--- config.mk ---
export PLATFORM = sky130hd
export DESIGN_NAME = dmem_arbiter
export DESIGN_NICKNAME = d
export VERILOG_FILES = /design/src/rtl/dmem_arb_pkg.sv /design/src/rtl/dmem_arb_pick.sv /design/src/rtl/dmem_arbiter.sv
export SDC_FILE = /design/constraint.sdc
export NUM_CORES = 1
export LEC_CHECK = 0
export CORE_AREA = 2 2 185 187
export DETAILED_ROUTE_END_ITERATION = 12
export DIE_AREA = 0 0 187 189
export PLACE_DENSITY = 0.62
export SETUP_SLACK_MARGIN = 0.2
export SYNTH_ARGS = -nofsm -noshare
export SYNTH_HDL_FRONTEND = slang
export SYNTH_SLANG_ARGS = --single-unit
--- constraint.sdc ---
create_clock -name i_clk -period 2.55 [get_ports i_clk]
set_clock_uncertainty 0.05 [all_clocks]
set_input_delay 0.51 -clock i_clk [delete_from_list [all_inputs] [get_ports i_clk]]
set_output_delay 0.51 -clock i_clk [all_outputs]
set_load 0.05 [all_outputs]
--- src/rtl/dmem_arb_pkg.sv ---
// rtl/dmem_arb_pkg.sv - shared constants, state encoding and address check for the data-memory arbiter
package dmem_arb_pkg;

    localparam int MEM_WORDS    = 1024;
    localparam int MEM_LAT      = 1;
    localparam int STARVE_LIMIT = 2;
    localparam int ADDR_W       = $clog2(MEM_WORDS);

    typedef logic [1:0] state_t;
    localparam state_t ST_IDLE  = 2'd0;
    localparam state_t ST_ISSUE = 2'd1;
    localparam state_t ST_WAIT  = 2'd2;
    localparam state_t ST_RESP  = 2'd3;

    // Full 64-bit compare so high address bits can never alias into the array.
    function automatic logic addr_oob(input logic [63:0] addr, input int words);
        return addr >= 64'(words);
    endfunction

endpackage

--- src/rtl/dmem_arb_pick.sv ---
// rtl/dmem_arb_pick.sv - data/fetch request selection with a streak counter that bounds fetch starvation
module dmem_arb_pick
    import dmem_arb_pkg::*;
#(
    parameter int STARVE_LIMIT = dmem_arb_pkg::STARVE_LIMIT
) (
    input  logic i_clk,
    input  logic i_rst,
    input  logic i_en,
    input  logic i_d_req,
    input  logic i_f_req,
    output logic o_d_grant,
    output logic o_f_grant
);

    localparam int SW = (STARVE_LIMIT > 0) ? $clog2(STARVE_LIMIT + 1) : 1;

    logic [SW-1:0] r_streak;
    logic          w_pref_f;

    assign w_pref_f  = (r_streak == SW'(STARVE_LIMIT));
    assign o_f_grant = i_en & i_f_req & (~i_d_req | w_pref_f);
    assign o_d_grant = i_en & i_d_req & (~i_f_req | ~w_pref_f);

    // Only contested data wins count toward the streak; it saturates at the limit.
    always_ff @(posedge i_clk) begin
        if (i_rst) begin
            r_streak <= '0;
        end else if (o_f_grant) begin
            r_streak <= '0;
        end else if (o_d_grant && i_f_req && !w_pref_f) begin
            r_streak <= r_streak + 1'b1;
        end
    end

endmodule

--- src/rtl/dmem_arbiter.sv ---
// rtl/dmem_arbiter.sv - single-port data memory shared by fetch and data stages, one transaction in flight
module dmem_arbiter
    import dmem_arb_pkg::*;
#(
    parameter int  MEM_WORDS    = dmem_arb_pkg::MEM_WORDS,
    parameter int  MEM_LAT      = dmem_arb_pkg::MEM_LAT,
    parameter int  STARVE_LIMIT = dmem_arb_pkg::STARVE_LIMIT,
    localparam int AW           = $clog2(MEM_WORDS)
) (
    input  logic          i_clk,
    input  logic          i_rst,
    input  logic          i_d_req,
    input  logic          i_d_we,
    input  logic [63:0]   i_d_addr,
    input  logic [63:0]   i_d_wdata,
    output logic          o_d_ready,
    output logic          o_d_rvalid,
    output logic [63:0]   o_d_rdata,
    output logic          o_d_err,
    input  logic          i_f_req,
    input  logic [63:0]   i_f_addr,
    output logic          o_f_ready,
    output logic          o_f_rvalid,
    output logic [63:0]   o_f_rdata,
    output logic          o_f_err,
    output logic          o_mem_en,
    output logic          o_mem_we,
    output logic [AW-1:0] o_mem_addr,
    output logic [63:0]   o_mem_wdata,
    input  logic [63:0]   i_mem_rdata
);

    state_t        r_state;
    logic          r_sel_f;
    logic          r_we;
    logic [AW-1:0] r_addr;
    logic [63:0]   r_wdata;
    logic [63:0]   r_rdata;
    logic          r_err;
    logic [1:0]    r_cnt;

    logic          w_grant_en;
    logic          w_d_grant;
    logic          w_f_grant;
    logic [63:0]   w_addr;
    logic          w_oob;
    logic          w_last;
    logic          w_issue;
    logic          w_resp;

    assign w_grant_en = (r_state == ST_IDLE) & ~i_rst;
    assign w_addr     = w_f_grant ? i_f_addr : i_d_addr;
    assign w_oob      = addr_oob(w_addr, MEM_WORDS);
    assign w_last     = (r_cnt == 2'(MEM_LAT - 1));

    dmem_arb_pick #(
        .STARVE_LIMIT(STARVE_LIMIT)
    ) u_pick (
        .i_clk    (i_clk),
        .i_rst    (i_rst),
        .i_en     (w_grant_en),
        .i_d_req  (i_d_req),
        .i_f_req  (i_f_req),
        .o_d_grant(w_d_grant),
        .o_f_grant(w_f_grant)
    );

    always_ff @(posedge i_clk) begin
        if (i_rst) begin
            r_state <= ST_IDLE;
            r_sel_f <= 1'b0;
            r_we    <= 1'b0;
            r_addr  <= '0;
            r_wdata <= '0;
            r_rdata <= '0;
            r_err   <= 1'b0;
            r_cnt   <= '0;
        end else begin
            case (r_state)
                ST_IDLE: begin
                    if (w_d_grant || w_f_grant) begin
                        r_sel_f <= w_f_grant;
                        r_we    <= w_d_grant & i_d_we;
                        r_addr  <= w_addr[AW-1:0];
                        r_wdata <= w_d_grant ? i_d_wdata : 64'd0;
                        r_rdata <= '0;
                        r_err   <= w_oob;
                        r_cnt   <= '0;
                        r_state <= w_oob ? ST_RESP : ST_ISSUE;
                    end
                end
                ST_ISSUE: r_state <= ST_WAIT;
                ST_WAIT: begin
                    if (w_last) begin
                        r_rdata <= r_we ? 64'd0 : i_mem_rdata;
                        r_state <= ST_RESP;
                    end else begin
                        r_cnt <= r_cnt + 2'd1;
                    end
                end
                default: r_state <= ST_IDLE;
            endcase
        end
    end

    assign w_issue     = (r_state == ST_ISSUE);
    assign w_resp      = (r_state == ST_RESP);

    assign o_d_ready   = w_d_grant;
    assign o_f_ready   = w_f_grant;

    assign o_mem_en    = w_issue;
    assign o_mem_we    = w_issue & r_we;
    assign o_mem_addr  = w_issue ? r_addr : '0;
    assign o_mem_wdata = (w_issue & r_we) ? r_wdata : 64'd0;

    assign o_d_rvalid  = w_resp & ~r_sel_f;
    assign o_d_rdata   = o_d_rvalid ? r_rdata : 64'd0;
    assign o_d_err     = o_d_rvalid & r_err;
    assign o_f_rvalid  = w_resp & r_sel_f;
    assign o_f_rdata   = o_f_rvalid ? r_rdata : 64'd0;
    assign o_f_err     = o_f_rvalid & r_err;

endmodule

Yosys cells after proc, flatten, opt, wreduce, memory -nomap -nowiden
Index checks and enable logic that the tools add are counted.
{ "op_classes": {"multipliers": 0, "div_mod_pow": 0, "addsub": 2, "n_reduce_logical": 12, "bitwise": 18, "shifts": 0, "n_lt_le_gt_ge": 1, "muxes": 17, "eq_ne": 7} }
{ "op_table": {"columns": ["op", "n"], "rows": [
  ["2-to-1 mux 64 bit", 8],
  ["one-hot mux 64 bit (2 select lines)", 1],
  ["greater-or-equal comparator 64 x 11 -> 1 bit, second input constant", 1],
  ["AND 1 bit", 11],
  ["2-to-1 mux 10 bit", 1],
  ["2-to-1 mux 2 bit", 5],
  ["== test 2 bit, second input constant", 3],
  ["one-hot mux 2 bit (3 select lines)", 1],
  ["AND reduction 3 bit", 2],
  ["inverter 1 bit", 5],
  ["adder 2 x 1 -> 2 bit, second input constant", 2],
  ["logical NOT 2 bit", 2],
  ["!= test 2 bit, second input constant", 2],
  ["one-hot mux 2 bit (2 select lines)", 1],
  ["AND reduction 2 bit", 2],
  ["== test 2 x 1 -> 1 bit, second input constant", 1],
  ["logical AND 1 bit", 2],
  ["!= test 2 x 1 -> 1 bit, second input constant", 1],
  ["OR 1 bit", 2],
  ["nonzero test 2 bit", 1],
  ["OR reduction 2 bit", 1],
  ["logical NOT 1 bit", 1],
  ["logical OR 1 bit", 1]
]} }
{ "word_totals": {"input_bits": 261, "mem_count": 0, "word_cells": 66, "regBits": 147, "mem_bits_rw": 0, "mem_bits_ro": 0, "output_inout_bits": 210, "latch_bits": 0} }

Longest topological paths before layout
Gate-level depths: netlist of run 1.
{ "depth": {"word_depth": 9, "ltp_mapped": 10, "mapped_depth_nobuf": 7} }

By module
Synthesis of run 1 repeated with hierarchy kept, for this count alone.
{ "unflattened": {"cells_unflattened": 895, "hier_area_um2": 7083.0} }
{ "modules_own_cells": {"columns": ["module", "area_each_um2", "cells_per_inst", "instances", "seq_area_each_um2"], "rows": [
  ["dmem_arbiter", 6940.4, 880, 1, 2902.8],
  ["dmem_arb_pick", 142.6, 15, 1, 40.0]
]} }

Least setup slack after synthesis of run 1
Ideal clock, no wire load.
{ "synth_timing": {"path_kind": "register to output", "start": "register r_state[0]", "end": "output o_d_ready", "t_required_ns": 1.990, "n_path_buf": 3, "setup_slack_ns": 0.021, "path_stages_with_launch": 9, "arrival_time_ns": 1.969, "path_cell_list": "dfxtp_1 > inv_1 > ha_1 > buf_6 > nor2b_1 > nand2_1 > a21oi_1 > clkbuf_1 > buf_1"} }
{ "synth_via": {"elab_chain_len": 4} }
{ "synth_lines": {"columns": ["item", "line_no", "rtl"], "rows": [
  ["start, declared", "dmem_arbiter.sv:33", "state_t r_state;"],
  ["start signal, assigned", "dmem_arbiter.sv:89", "r_state <= w_oob ? ST_RESP : ST_ISSUE;"],
  ["logical NOT 2 bit", "dmem_arbiter.sv:51", "assign w_grant_en = (r_state == ST_IDLE) & ~i_rst;"],
  ["AND 1 bit", "dmem_arbiter.sv:51", null],
  ["AND 1 bit (2 in a row)", "dmem_arb_pick.sv:23", "assign o_d_grant = i_en & i_d_req & (~i_f_req | ~w_pref_f);"],
  ["end, declared", "dmem_arbiter.sv:16", "output logic o_d_ready,"]
]} }
Every way passes these cells.

Worst setup path in the final report of run 1
{ "layout_timing": {"start": "register r_state[0]", "end": "output o_mem_wdata[14]"} }
{ "layout_via": {"elab_chain_len": 3} }
{ "layout_lines": {"columns": ["item", "line_no", "rtl"], "rows": [
  ["== test 2 x 1 -> 1 bit", "dmem_arbiter.sv:106", "assign w_issue = (r_state == ST_ISSUE);"],
  ["AND 1 bit", "dmem_arbiter.sv:115", "assign o_mem_wdata = (w_issue & r_we) ? r_wdata : 64'd0;"],
  ["2-to-1 mux 64 bit", "dmem_arbiter.sv:115", null],
  ["end, declared", "dmem_arbiter.sv:29", "output logic [63:0] o_mem_wdata,"]
]} }
Every way passes these cells.

==> impl_metrics.toml, run 1 <==
[run_status]
status = "finished clean"

[cells_and_area]
drive_above_1_share_pct = 34.6
final_cell_mix = "clkdlybuf4s50_1 (259), buf_12 (217), dfxtp_1 (142)"
n_antenna_cell = 0
mostFrequentLayoutCell = "clkdlybuf4s50_1"
multi_input_area_um2 = 4220
nets = 1595
fillerInstances = 3042
area_growth_pct = 132
regArea_um2 = 2960
fin_util_pct = 48.3

[worst_setup_path]
arrival_ps = 1800
worstPathMaxFanout = 8
r2r-end = "r_err"
cp_slowest_cell = "dfxtp_4"
slowest_delay_ps = 380
rrSetupSlack_ps = 380
critPathCaptureType = "output port"
reg2reg_from = "r_state[0]"
path_delay_family = "buffers and inverters"
r2r_cells = 7
cp_cell_sequence = "buf_6 > ha_4 > buf_12 > clkbuf_16 > and3_4 > buf_12"
startpoint_type = "register"
crit_type = "register to output port"
cpMostUsedCell = "buf_12"
required_ps = 1990
path_buf_inv = 4

[sta]
finalHoldViolations = 0
final.min_clock_period_ps = 2360
worstMarginPinSlew_ps = 744
slew_headroom_pct = 50.4
setup-violations-final = 0
tns_ps = 0
post-route-period-util_pct = 92.4
slew_viol_final = 0
clock.fmax_ghz = 0.424
rsz0062_at_grt = "true"

[pwr]
peakVddDrop_v = 0.000591
power.share.clock_pct = 25.4
cellPowerDensity_nw_per_um2 = 650
internal_power_mw = 6.59
power_frac_seq_pct = 29.0
total_power_mw = 10.5
cellLeakagePower_nw = 6.28
p_switching_mw = 3.87
pwr-share-comb_pct = 45.6
switching_share_pct = 37.0

[clocking]
clock_sink_count = 147
cts_max_level = 4
cts_tree = "yes"
cts.path.max_buffers = 2
ctsHoldBuffers = 0
cts.reportedPaths.clkPinSlew_ps = 60
clockRootBuffer = "clkbuf_16"
cts-buffers-inserted = 17
clkLatencyLatePin_ps = 440

[synthesis]
syn_area_um2 = 6940
synthDistinctLibCells = 36
synth.top_cell.area_share_pct = 42.4
seq_area_frac_synth_pct = 42.4
synth-seq-cells = 147
yosys_warnings = 0
synth.avg_cell_area_um2 = 8.07
syn_inst = 860
syn_nets = 1127
synth.largest_area_cell = "dfxtp_1"
synthTopCellsByArea = "dfxtp_1 (42%), and3_1 (12%), and2_1 (7.0%)"

[grt]
grtUsageTotal_pct = 18.7
grt-ovfl-total = 0
antenna_found_initial = 0
grt_start_max_net_pins = 65
grt_pass1_vias = 8497
grt_pass1_wl_um = 50900

[drt]
drt_iter0_drc = 302
vias = 8315
post-route-drc-count = 0
drt_first_pass_iters = 4
viasPerCell = 4.65
wirelength_um = 33900
wl_per_cell_um = 19.0
ant_nets = 0

[job]
drv_cap = 0

[floorplanning]
dieArea_um2 = 35300
die_w_um = 187
coreArea_um2 = 33300
ios = 471
start_util_pct = 20.9
die_height_um = 189
rows = 67

[hold_path]
hp-start = "r_rdata[5]"
hold-path-cell-count = 2
worst_hold_path.endpoint = "r_rdata[5]"
hold_class = "register to register"

[place]
hpwl_um = 23200
port_buffers = 470
place_congestion = 0.797
-- worst max path at each step --
stage                 start               to  cells past startpoint
3_3_place_gp   i_d_addr[44]            r_err                      5
6_report         r_state[0]  o_mem_wdata[14]                      6
5_1_grt          r_state[0]    o_d_rdata[52]                      6
4_1_cts          r_state[0]    o_d_rdata[27]                      6
3_5_place_dp   i_d_addr[44]            r_err                      5
2_1_floorplan    r_state[0]            r_err                      9
-- final cells by class --
type / instances / area share [%]
sequential: 147 / 18.4
tap: 448 / 3.49
timing repair buffer: 537 / 48.0
multi-input combinational: 618 / 26.2
clock inverter: 8 / 0.786
clock buffer: 23 / 2.97
inverter: 7 / 0.163
-- sequential cells by signal, indices dropped and copies added, names as in the netlist --
| signal | count |
|---|---|
| r_state | 2 |
| r_wdata | 64 |
| r_cnt | 2 |
| r_sel_f | 1 |
| r_addr | 10 |
| r_rdata | 64 |
| u_pick.r_streak | 2 |
| r_we | 1 |
| r_err | 1 |
-- stage by stage --
stage	worst slack [ps]	std cells	hold WS [ps]	cell area, um2
global placement	-154	1727	394	14300
detailed placement	-146	1727	399	14300
CTS	108	1781	407	15700
finish	193	1788	411	16100
global route	112	1788	428	16100
floorplan	267	860	384	6940
-- worst reg2reg max path, delay by kind of cell, from the launching register on --
family                   cells  cell delay, ps
adder cells (fa/ha/maj)      1             190
flip-flops                   1             380
AND/OR/NAND/NOR              3             850
AO/OA/AOI/OAI                2             500
buffers and inverters        1              80
-- synthesized netlist by cell type (all sizes together) --
| master | number |
|---|---|
| a211oi | 11 |
| a21o | 1 |
| a21oi | 70 |
| a22o | 30 |
| a22oi | 35 |
| a311o | 1 |
| and2 | 79 |
| and3 | 129 |
| and3b | 1 |
| buf | 13 |
| clkbuf | 75 |
| dfxtp | 147 |
| ha | 6 |
| inv | 7 |
| mux2i | 10 |
| nand2 | 69 |
| nand2b | 3 |
| nand3 | 64 |
| nand3b | 1 |
| nand4 | 7 |
| nor2 | 53 |
| nor2b | 3 |
| nor3 | 6 |
| nor4 | 26 |
| o211a | 1 |
| o21a | 1 |
| o21ai | 5 |
| o31ai | 1 |
| o41ai | 1 |
| or3 | 1 |
| or4 | 3 |
-- repair_timing --
item                       4_1_cts  5_1_grt
pin swaps                        1       16
setup buffers                   14        1
gates cloned                     9        6
setup endpoints to repair      200      144
resized for setup              108       70
-- power groups by stage --
stage / logic, mW / clock network, mW / registers (mW)
after detailed placement: 3.85 / 0 / 3.02
final: 4.77 / 2.66 / 3.03
after global placement: 3.79 / 0 / 3.01
after global routing: 5.13 / 2.82 / 3.07
after CTS: 4.56 / 2.73 / 3.01
after floorplan: 1.98 / 0 / 2.89
-- per-layer routing --
| metal | share of wire, % | GRT usage (%) | vias to the layer above |
|---|---|---|---|
| li1 | - | - | 3987 |
| met1 | 42 | 21.9 | 3946 |
| met2 | 49 | 31.8 | 353 |
| met3 | 8.2 | 6.65 | 29 |
| met4 | 1.7 | 5.68 | 0 |
| met5 | 0 | 0 | - |
-- cells by family (layout without fill, tap and decap cells) --
logic type      count (synthesis)  in the layout  share of synthesized area (%)
compound gates                157            157                           15.0
fa+ha+maj                       6              6                           1.08
buf+inv                        95            575                           5.39
flops                         147            147                           42.4
mux                            10             10                           1.44
simple gates                  445            445                           34.7
No activity file was read; power rests on OpenSTA's default activity.
==> inputs of run 2 (changes only) <==
--- a/config.mk
+++ b/config.mk
@@ -5,10 +5,12 @@
 export SDC_FILE = /design/constraint.sdc
 export NUM_CORES = 1
 export LEC_CHECK = 0
-export CORE_AREA = 2 2 185 187
+export CORE_AREA = 2 2 182 184
+export CTS_BUF_LIST = sky130_fd_sc_hd__clkbuf_4
 export DETAILED_ROUTE_END_ITERATION = 12
-export DIE_AREA = 0 0 187 189
-export PLACE_DENSITY = 0.62
+export DIE_AREA = 0 0 184 186
+export GPL_ROUTABILITY_DRIVEN = 0
+export PLACE_DENSITY = 0.63
 export SETUP_SLACK_MARGIN = 0.2
 export SYNTH_ARGS = -nofsm -noshare
 export SYNTH_HDL_FRONTEND = slang
==> impl_metrics.toml, run 2 (synthesis gave the netlist of run 1 again) <==
[sta]
rsz0062_at_grt = "true"
post-route-period-util_pct = 99.2
slew_headroom_pct = 59.9
tns_ps = 0
finalHoldViolations = 0
worstMarginPinSlew_ps = 602
setup-violations-final = 0
final.min_clock_period_ps = 2530
setup_ws_ps = 21.4
clock.fmax_ghz = 0.395
slew_viol_final = 0

[place]
port_buffers = 470
placed_cell_area_um2 = 14300
dp.cells = 1691
hpwl_um = 23800
dp_slack_ps = -28.0

[clocking]
cts_tree = "yes"
clockRootBuffer = "clkbuf_4"
clkLatencyLatePin_ps = 570
clock_sink_count = 147
cts-buffers-inserted = 17
cts_max_level = 4
cts.reportedPaths.clkPinSlew_ps = 150
ctsHoldBuffers = 0
cts.path.max_buffers = 2

[worst_setup_path]
arrival_ps = 1970
startpoint_type = "register"
worstPathMaxFanout = 13
required_ps = 1990
crit_type = "register to output port"
critPathCaptureType = "output port"

[pwr]
peakVddDrop_v = 0.000476
cellLeakagePower_nw = 6.16
power.share.clock_pct = 17.4
pwr-share-comb_pct = 50.7
power_frac_seq_pct = 31.9
switching_share_pct = 39.8
total_power_mw = 9.55
internal_power_mw = 5.75
cellPowerDensity_nw_per_um2 = 597
p_switching_mw = 3.80

[grt]
grt-ovfl-total = 0
grt_pass1_vias = 8544
grt_pass1_wl_um = 50700
grtUsageTotal_pct = 19.4
grt_start_max_net_pins = 65
antenna_found_initial = 3

[floorplanning]
dieArea_um2 = 34200
coreArea_um2 = 32200
rows = 66
start_util_pct = 21.5
ios = 471
die_height_um = 186
die_w_um = 184

[hold_path]
hold_class = "register to register"

[drt]
ant_nets = 0
vias = 8440
wirelength_um = 34500
drt_first_pass_iters = 5
drt_iter0_drc = 299
post-route-drc-count = 0
viasPerCell = 4.79
wl_per_cell_um = 19.6

[cells_and_area]
area_growth_pct = 131
nets = 1606
mostFrequentLayoutCell = "clkdlybuf4s50_1"
largestRegisters = "r_rdata: 64 flops, r_wdata: 64 flops, r_addr: 10 flops"
final_cell_mix = "clkdlybuf4s50_1 (259), buf_12 (219), dfxtp_1 (142)"
drive_above_1_share_pct = 37.0
final_area_um2 = 16000
fin_cells = 1762

[run_status]
status = "finished clean"

[job]
drv_cap = 0
run 2: changes by cell type in the layout (fill, tap and decap cells not counted), sizes merged:
cell / change
clkinv: +5
clkbuf: -4
buf: +11
bufbuf: +1
inv: +1
clkinvlp: -2
diode: +2
run 2: worst paths after layout:
| path | slack [ps] | cells after the start | start | to |
|---|---|---|---|---|
| hold / removal | 430 | 2 | r_rdata[48] | r_rdata[48] |
| hold reg to reg | 430 | 2 | r_rdata[48] | r_rdata[48] |
| setup / recovery | 20 | 6 | r_state[0] | o_d_rdata[20] |
| setup reg to reg | 330 | 8 | r_state[0] | r_err |
run 2: final cells by class:
cell class                      count  area (um2)
Sequential cell                   147        2960
Antenna cell                        2        5.00
Inverter                            7        28.8
Clock buffer                       20         150
Clock inverter                     12         156
Timing Repair Buffer              548        7850
Multi-Input combinational cell    618        4330
Fill cell                        2921       16200
Tap cell                          408         510
run 2: through the flow:
stage          hold WS [ps]  util, %
3_3_place_gp            394     44.4
5_1_grt                 353     49.7
3_5_place_dp            400     44.4
4_1_cts                 363     48.9
6_report                428     49.7
2_1_floorplan           384        -
run 2: what timing repair did:
item | 4_1_cts | 5_1_grt
cloned | 10 | 4
setup endpoints to repair | 209 | 209
gates resized for setup | 191 | 25
pin swaps | 37 | 26
buffers inserted | 18 | 5
run 2: routing by layer:
| layer | wire (um) | vias to the layer above | track usage [%] |
|---|---|---|---|
| met3 | 3370 | 48 | 8.39 |
| met4 | 899 | 2 | 6.40 |
| met5 | 13 | - | 0 |
| met2 | 16800 | 370 | 33.2 |
| met1 | 13400 | 3997 | 21.8 |
| li1 | - | 4023 | - |
run 2: power by group through the flow:
stage	Clock, mW	Combinational, mW	Sequential (mW)
CTS	1.75	4.65	3.03
floorplan	0	1.98	2.89
global placement	0	3.72	3.02
finish	1.66	4.84	3.05
detailed placement	0	3.79	3.04
global route	1.84	5.18	3.09
run 2: critical path: stages, from the launching register on:
cell and delay [ps]:
dfxtp_4 410, ha_4 160, nor2b_4 220, buf_12 150
buf_16 150, and2_4 160, buf_12 130
